$ cat config.mk
export PLATFORM = sky130hd
export DESIGN_NAME = ita_head_scheduler
export DESIGN_NICKNAME = d
export VERILOG_FILES = /design/src/rtl/ita_head_scheduler.sv
export SDC_FILE = /design/constraint.sdc
export NUM_CORES = 1
export LEC_CHECK = 0
export ABC_AREA = 1
export ABC_CLOCK_PERIOD_IN_PS = 3800
export CAP_MARGIN = 15
export CORE_MARGIN = 1
export CORE_UTILIZATION = 42
export DETAILED_ROUTE_END_ITERATION = 8
export PLACE_DENSITY = 0.74
export SLEW_MARGIN = 25
export SYNTH_ARGS = -nofsm -noshare
export SYNTH_HDL_FRONTEND = slang
export SYNTH_SLANG_ARGS = --single-unit
$ cat constraint.sdc
create_clock -name clk_i -period 3.8 [get_ports clk_i]
set_input_delay 0.76 -clock clk_i [delete_from_list [all_inputs] [get_ports clk_i]]
set_output_delay 0.76 -clock clk_i [all_outputs]
set_load 0.005 [all_outputs]
$ cat src/rtl/ita_head_scheduler.sv
// ita_head_scheduler: runs a multi-head attention job one head at a time on the ITA controller.
// Define ITA_HEAD_PERF_CNT_EN to add the per-head cycle counter behind head_cycles_o.
module ita_head_scheduler #(
    parameter int HeadW      = 4,
    parameter int AckTimeout = 16,
    parameter int CycW       = 24
) (
    input  logic             clk_i,
    input  logic             rst_ni,
    input  logic             start_i,
    input  logic             abort_i,
    input  logic [HeadW-1:0] num_heads_i,
    input  logic             ita_idle_i,
    output logic             ita_start_o,
    output logic [HeadW-1:0] head_idx_o,
    output logic             head_done_o,
    output logic             done_o,
    output logic             busy_o,
    output logic             err_o,
    output logic [CycW-1:0]  head_cycles_o
);
    localparam int AckW = $clog2(AckTimeout + 1);
    localparam logic [2:0] IDLE     = 3'd0;
    localparam logic [2:0] START    = 3'd1;
    localparam logic [2:0] WAIT_ACK = 3'd2;
    localparam logic [2:0] RUN      = 3'd3;
    localparam logic [2:0] FINISH   = 3'd4;

    logic [2:0]       state;
    logic [HeadW-1:0] num_heads;
    logic [HeadW-1:0] head_idx;
    logic [AckW-1:0]  ack_cnt;
    logic             head_done;
    logic             done;
    logic             err;

    assign ita_start_o = state == START;
    assign busy_o      = state != IDLE;
    assign head_idx_o  = head_idx;
    assign head_done_o = head_done;
    assign done_o      = done;
    assign err_o       = err;

    always_ff @(posedge clk_i) begin
        if (!rst_ni) begin
            state     <= IDLE;
            num_heads <= '0;
            head_idx  <= '0;
            ack_cnt   <= '0;
            head_done <= 1'b0;
            done      <= 1'b0;
            err       <= 1'b0;
        end else begin
            head_done <= 1'b0;
            done      <= 1'b0;
            // abort outranks every transition, including a same-cycle head completion
            if (abort_i && state != IDLE) begin
                state <= IDLE;
            end else begin
                case (state)
                    IDLE: begin
                        if (start_i && num_heads_i != '0) begin
                            num_heads <= num_heads_i;
                            head_idx  <= '0;
                            err       <= 1'b0;
                            state     <= START;
                        end else if (start_i) begin
                            done <= 1'b1;
                        end
                    end
                    START: begin
                        ack_cnt <= '0;
                        state   <= WAIT_ACK;
                    end
                    WAIT_ACK: begin
                        if (!ita_idle_i) begin
                            ack_cnt <= '0;
                            state   <= RUN;
                        end else if (ack_cnt == AckW'(AckTimeout - 1)) begin
                            ack_cnt <= '0;
                            err     <= 1'b1;
                            state   <= IDLE;
                        end else begin
                            ack_cnt <= ack_cnt + 1'b1;
                        end
                    end
                    RUN: begin
                        if (ita_idle_i) begin
                            head_done <= 1'b1;
                            if (head_idx == num_heads - 1'b1) begin
                                done  <= 1'b1;
                                state <= FINISH;
                            end else begin
                                head_idx <= head_idx + 1'b1;
                                state    <= START;
                            end
                        end
                    end
                    FINISH:  state <= IDLE;
                    default: state <= IDLE;
                endcase
            end
        end
    end

`ifdef ITA_HEAD_PERF_CNT_EN
    logic [CycW-1:0] cyc_cnt;
    logic [CycW-1:0] cyc_next;
    logic [CycW-1:0] head_cycles;

    // the START cycle counts as 1, the completing idle cycle is included via cyc_next
    assign cyc_next      = &cyc_cnt ? cyc_cnt : cyc_cnt + 1'b1;
    assign head_cycles_o = head_cycles;

    always_ff @(posedge clk_i) begin
        if (!rst_ni) begin
            cyc_cnt     <= '0;
            head_cycles <= '0;
        end else begin
            if (state == START) begin
                cyc_cnt <= CycW'(1);
            end else if (state == WAIT_ACK || state == RUN) begin
                cyc_cnt <= cyc_next;
            end
            if (state == RUN && ita_idle_i && !abort_i) begin
                head_cycles <= cyc_next;
            end
        end
    end
`else
    assign head_cycles_o = '0;
`endif
endmodule

# Yosys cells after proc, flatten, opt, wreduce, memory -nomap -nowiden
# Cells that the tools add are included.
# word_totals
regBits	19
output_inout_bits	33
inputBits	9
elab_cells	62
# op_classes
bitwise	3
n_reduce_logical	15
n_eq_ne	11
add_sub_neg	3
mux	23
# ops
op	n
2-to-1 mux 3 bit	5
2-to-1 mux 4 bit	3
case mux 3 bit (4 select lines)	1
2-to-1 mux 5 bit	2
!= test 2 bit, second input constant	5
case mux 5 bit (2 select lines)	1
AND reduction 5 bit	2
2-to-1 mux 1 bit	8
case mux 4 bit (2 select lines)	1
equality test 3 x 2 -> 1 bit, second input constant	2
AND reduction 3 bit	2
nonzero test 2 bit	3
adder 5 x 1 -> 5 bit, second input constant	1
equality test 5 x 4 -> 1 bit, second input constant	1
adder 4 x 1 -> 4 bit, second input constant	1
equality test 4 bit	1
case mux 1 bit (2 select lines)	2
nonzero test 4 bit	1
subtractor 4 x 1 -> 4 bit, second input constant	1
equality test 3 x 1 -> 1 bit, second input constant	1
zero test 3 bit	1
!= test 3 bit, second input constant	1
NOT 1 bit	3
nonzero test 3 bit	1
other kinds (4)	5

# Depth between registers and ports, before layout
# logic_depth
word_depth	5
depth_mapped	12
depth_no_buf	12

# Worst setup path before layout
# No wires, ideal clock.
# synth_path
path_kind	input -> register
from	in num_heads_i[3]
to	reg head_idx[2] (netlist: head_idx_o[2])
cell_stages	10
path_slack_ns	2.252
n_path_buf	0
t_arrival_ns	1.437
t_required_ns	3.688
setup_time_ns	0.112
path_cell_list	nor2_1 > nand2_1 > nand2_1 > nand2_4 > nand3_4 > nor2_4 > nand2_2 > inv_2 > nor2_1 > nor2_1
# synth_via
elab_chain_cells	4
# synth_lines
item	line_no	text
start, declared	12	input logic [HeadW-1:0] num_heads_i,
nonzero test 4 bit	62	if (start_i && num_heads_i != '0) begin
logical AND 1 bit	62	
!= test 2 bit (no source line)	-	
AND reduction 5 bit (no source line)	-	
end signal, assigned	94	head_idx <= head_idx + 1'b1;
end, declared	31	logic [HeadW-1:0] head_idx;
# No other way between the ends.
# A chain may end at the register's enable or synchronous reset.

# Final worst setup path
# layout_path
from	reg state[2]
to	out ita_start_o
# layout_via
elab_chain_cells	1
# layout_lines
item	line_no	text
start, declared	29	logic [2:0] state;
start signal, assigned	46	state <= IDLE;
start signal, assigned	58	state <= IDLE;
start signal, assigned	66	state <= START;
equality test 3 x 1 -> 1 bit	37	assign ita_start_o = state == START;
end, declared	14	output logic ita_start_o,
# No other way between the ends.

==> metrics.csv <==
metric;value;unit
total routed wirelength;2.27;mm
most numerous cell on the critical path;inv_1;
most numerous cell in the Yosys netlist;nand2_1;
P per Cell Area;527;nW/um^2
ANT cells;0;
CTS resizes;0;
Leak;0.000690;uW
clk root buf;clkbuf_4;
status;complete, but fails checks;
clock buffer depth;2;
Ys Warns;0;
layout cell share with drive strength beyond 1;8.61;%
Final Util;50.1;%
Mapped Cells;190;
minimum clock period;2.21;ns
# fillers;297;
Die Ht;57.2;um
Post-synth EDFFs;0;
period utilization;58.2;%
row count;19;
Slowest Stage Delay on Critical Path;0.49;ns
setup skew after layout;0.00827;ns
worst-skew pair later-pin latency;0.31;ns
largest net degree at the start of global routing;16;
Remaining DRCs;2;
IO Count;42;
initial antenna violation count;0;
flops & latches, synth;19;
endpoints failing setup;0;
Bufs and invs on worst path;3;
worst endpoint required time;3.04;ns
Core Region;2830;um^2
vias in the first global route;894;
Setup crit end kind;output port;
total gr overflow;0;
Slew Limit Fails;0;
router iterations before antenna repair;6;
Num CTS Buffers;3;
number of max-cap violations;0;
Final Hold Fails;0;
Worst Setup Start Kind;flip-flop;
Tot Pwr;747;uW
hold buffers post-CTS;0;
synth unique cells;27;
Setup TNS Final;0;ns
fraction of registers with async set/reset;0;%
CP arrival;1.45;ns
top cells by count, synth;38 x nand2_1, 24 x buf_4, 22 x nor2_1;
flop2flop setup slack;2.21;ns
Worst path slowest cell;clkdlybuf4s50_1;
initial core utilization;45.2;%
via-per-instance ratio;4.58;
Total GRT Usage;15.1;%
IR drop worst, VDD;0.000315;V
CTS tree;done;
Worst Path Max Fanout;3;
Crit Path Class;flip-flop to output port;
H-tree depth;1;
clock transition at the registers of the reported paths;0.11;ns
Min Hold Slack;0.438;ns
remaining antenna violation count;0;
post-CTS setup buffers;0;
Synth area leader;dfxtp_1;
fmax;452;MHz
per-cell routed wire length;9.46;um
CP delay by family, top;buffers and inverters;
PortBufs;17;
Post-Syn Area;1280;um^2
top-area cell type share of the netlist area;29.7;%
CP cell instances;inv_1 -> nand3_1 -> inv_1 -> clkdlybuf4s50_1;
average cell area after synthesis;6.74;um^2
GP Congestion;0.947;
sequential share of the synthesized area;29.7;%
first-pass GRT wire length;3.81;mm
Die ar.;3270;um^2
Die X;57.2;um
failing checks;design-rule violations;
number of vias in the routed layout;1099;
Detailed Route Iter0 Violations;41;
DP Wirelength;1.78;mm
top cells by area, synth;dfxtp_1 30%, buf_4 14%, nand2_1 11%;
Area growth syn-to-layout;10.8;%
HP Class;flip-flop to flip-flop;
clock sink count;19;
Synth Flop Type;dfxtp_1;
unrepaired setup endpoints after global routing;false;
nets@finish;222;
sequential cells by signal, summed over array words and instances (netlist names):
register / flops
ack_cnt: 5
head_idx_o: 4
num_heads: 4
state: 3
done_o: 1
err_o: 1
head_done_o: 1
worst min-delay path: cells and delay by family (launching register included):
kind             cells  cell delay (ns)
AO/OA/AOI/OAI        1             0.03
flip-flops           1             0.32
AND/OR/NAND/NOR      1             0.05
cells by family after synthesis:
group                      synth area share (%)
xor gates and xnor gates                   1.37
and+or+nand+nor                            35.5
buffers and inverters                      22.1
adders and majority gates                  2.93
DFF                                        29.7
AOI/OAI and AO/OA                          8.11
other                                     0.293
path summary, 6_finish.rpt:
check                            startpoint                         end  cells past startpoint
hold / removal      ack_cnt[4]$_SDFFE_PN0P_     ack_cnt[4]$_SDFFE_PN0P_                      2
setup / recovery      state[2]$_SDFFE_PP0P_                 ita_start_o                      4
hold reg to reg     ack_cnt[4]$_SDFFE_PN0P_     ack_cnt[4]$_SDFFE_PN0P_                      2
setup reg to reg  num_heads[0]$_SDFFE_PN0P_  head_idx_o[2]$_SDFFE_PN0P_                      9
cell type report:
cell class	instances	area [um^2]	share of cell area, %
well taps	31	38.8	2.74
repair buffers	17	170	12.0
multi-input cells	143	703	49.6
clock buffers	4	26.3	1.85
inverters	26	98.8	6.97
flip-flops and latches	19	380	26.8
cell usage in the layout (no fill, tap or decap), drive strengths merged:
cell and count:
nor2 25, inv 25, nand3 18, a211oi 1, nor3 4, and3 1
clkinv 1, nand2 42, clkbuf 4, clkdlybuf4s50 17, dfxtp 19, xor2 1
a21oi 9, conb 24, ha 3, a31oi 1, xnor2 1, nand4 4
o21ai 9
per-stage QoR:
| stage | cells | setup WS, ns | instance area [um^2] |
|---|---|---|---|
| after floorplan | 213 | 2.25 | 1370 |
| after global placement | 236 | 1.71 | 1390 |
| after detailed placement | 236 | 1.69 | 1390 |
| after CTS | 240 | 1.57 | 1420 |
| after global routing | 240 | 1.48 | 1420 |
| final | 240 | 1.59 | 1420 |
report_power, final:
group	switching, uW	internal, uW	leakage [uW]	total [uW]
Sequential	40.4	238	0.000155	278
Combinational	215	149	0.000519	364
Clock	63.1	41.0	0.0000150	104
layer usage:
| layer | global-route usage (%) | vias up | part of all wire [%] |
|---|---|---|---|
| met2 | 23.5 | 24 | 46 |
| met3 | 4.76 | 5 | 4.4 |
| li1 | - | 590 | - |
| met4 | 5.23 | 0 | 1.2 |
| met1 | 19.9 | 480 | 48 |
| met5 | 0 | - | 0 |
(Power assumes the default switching activity.)
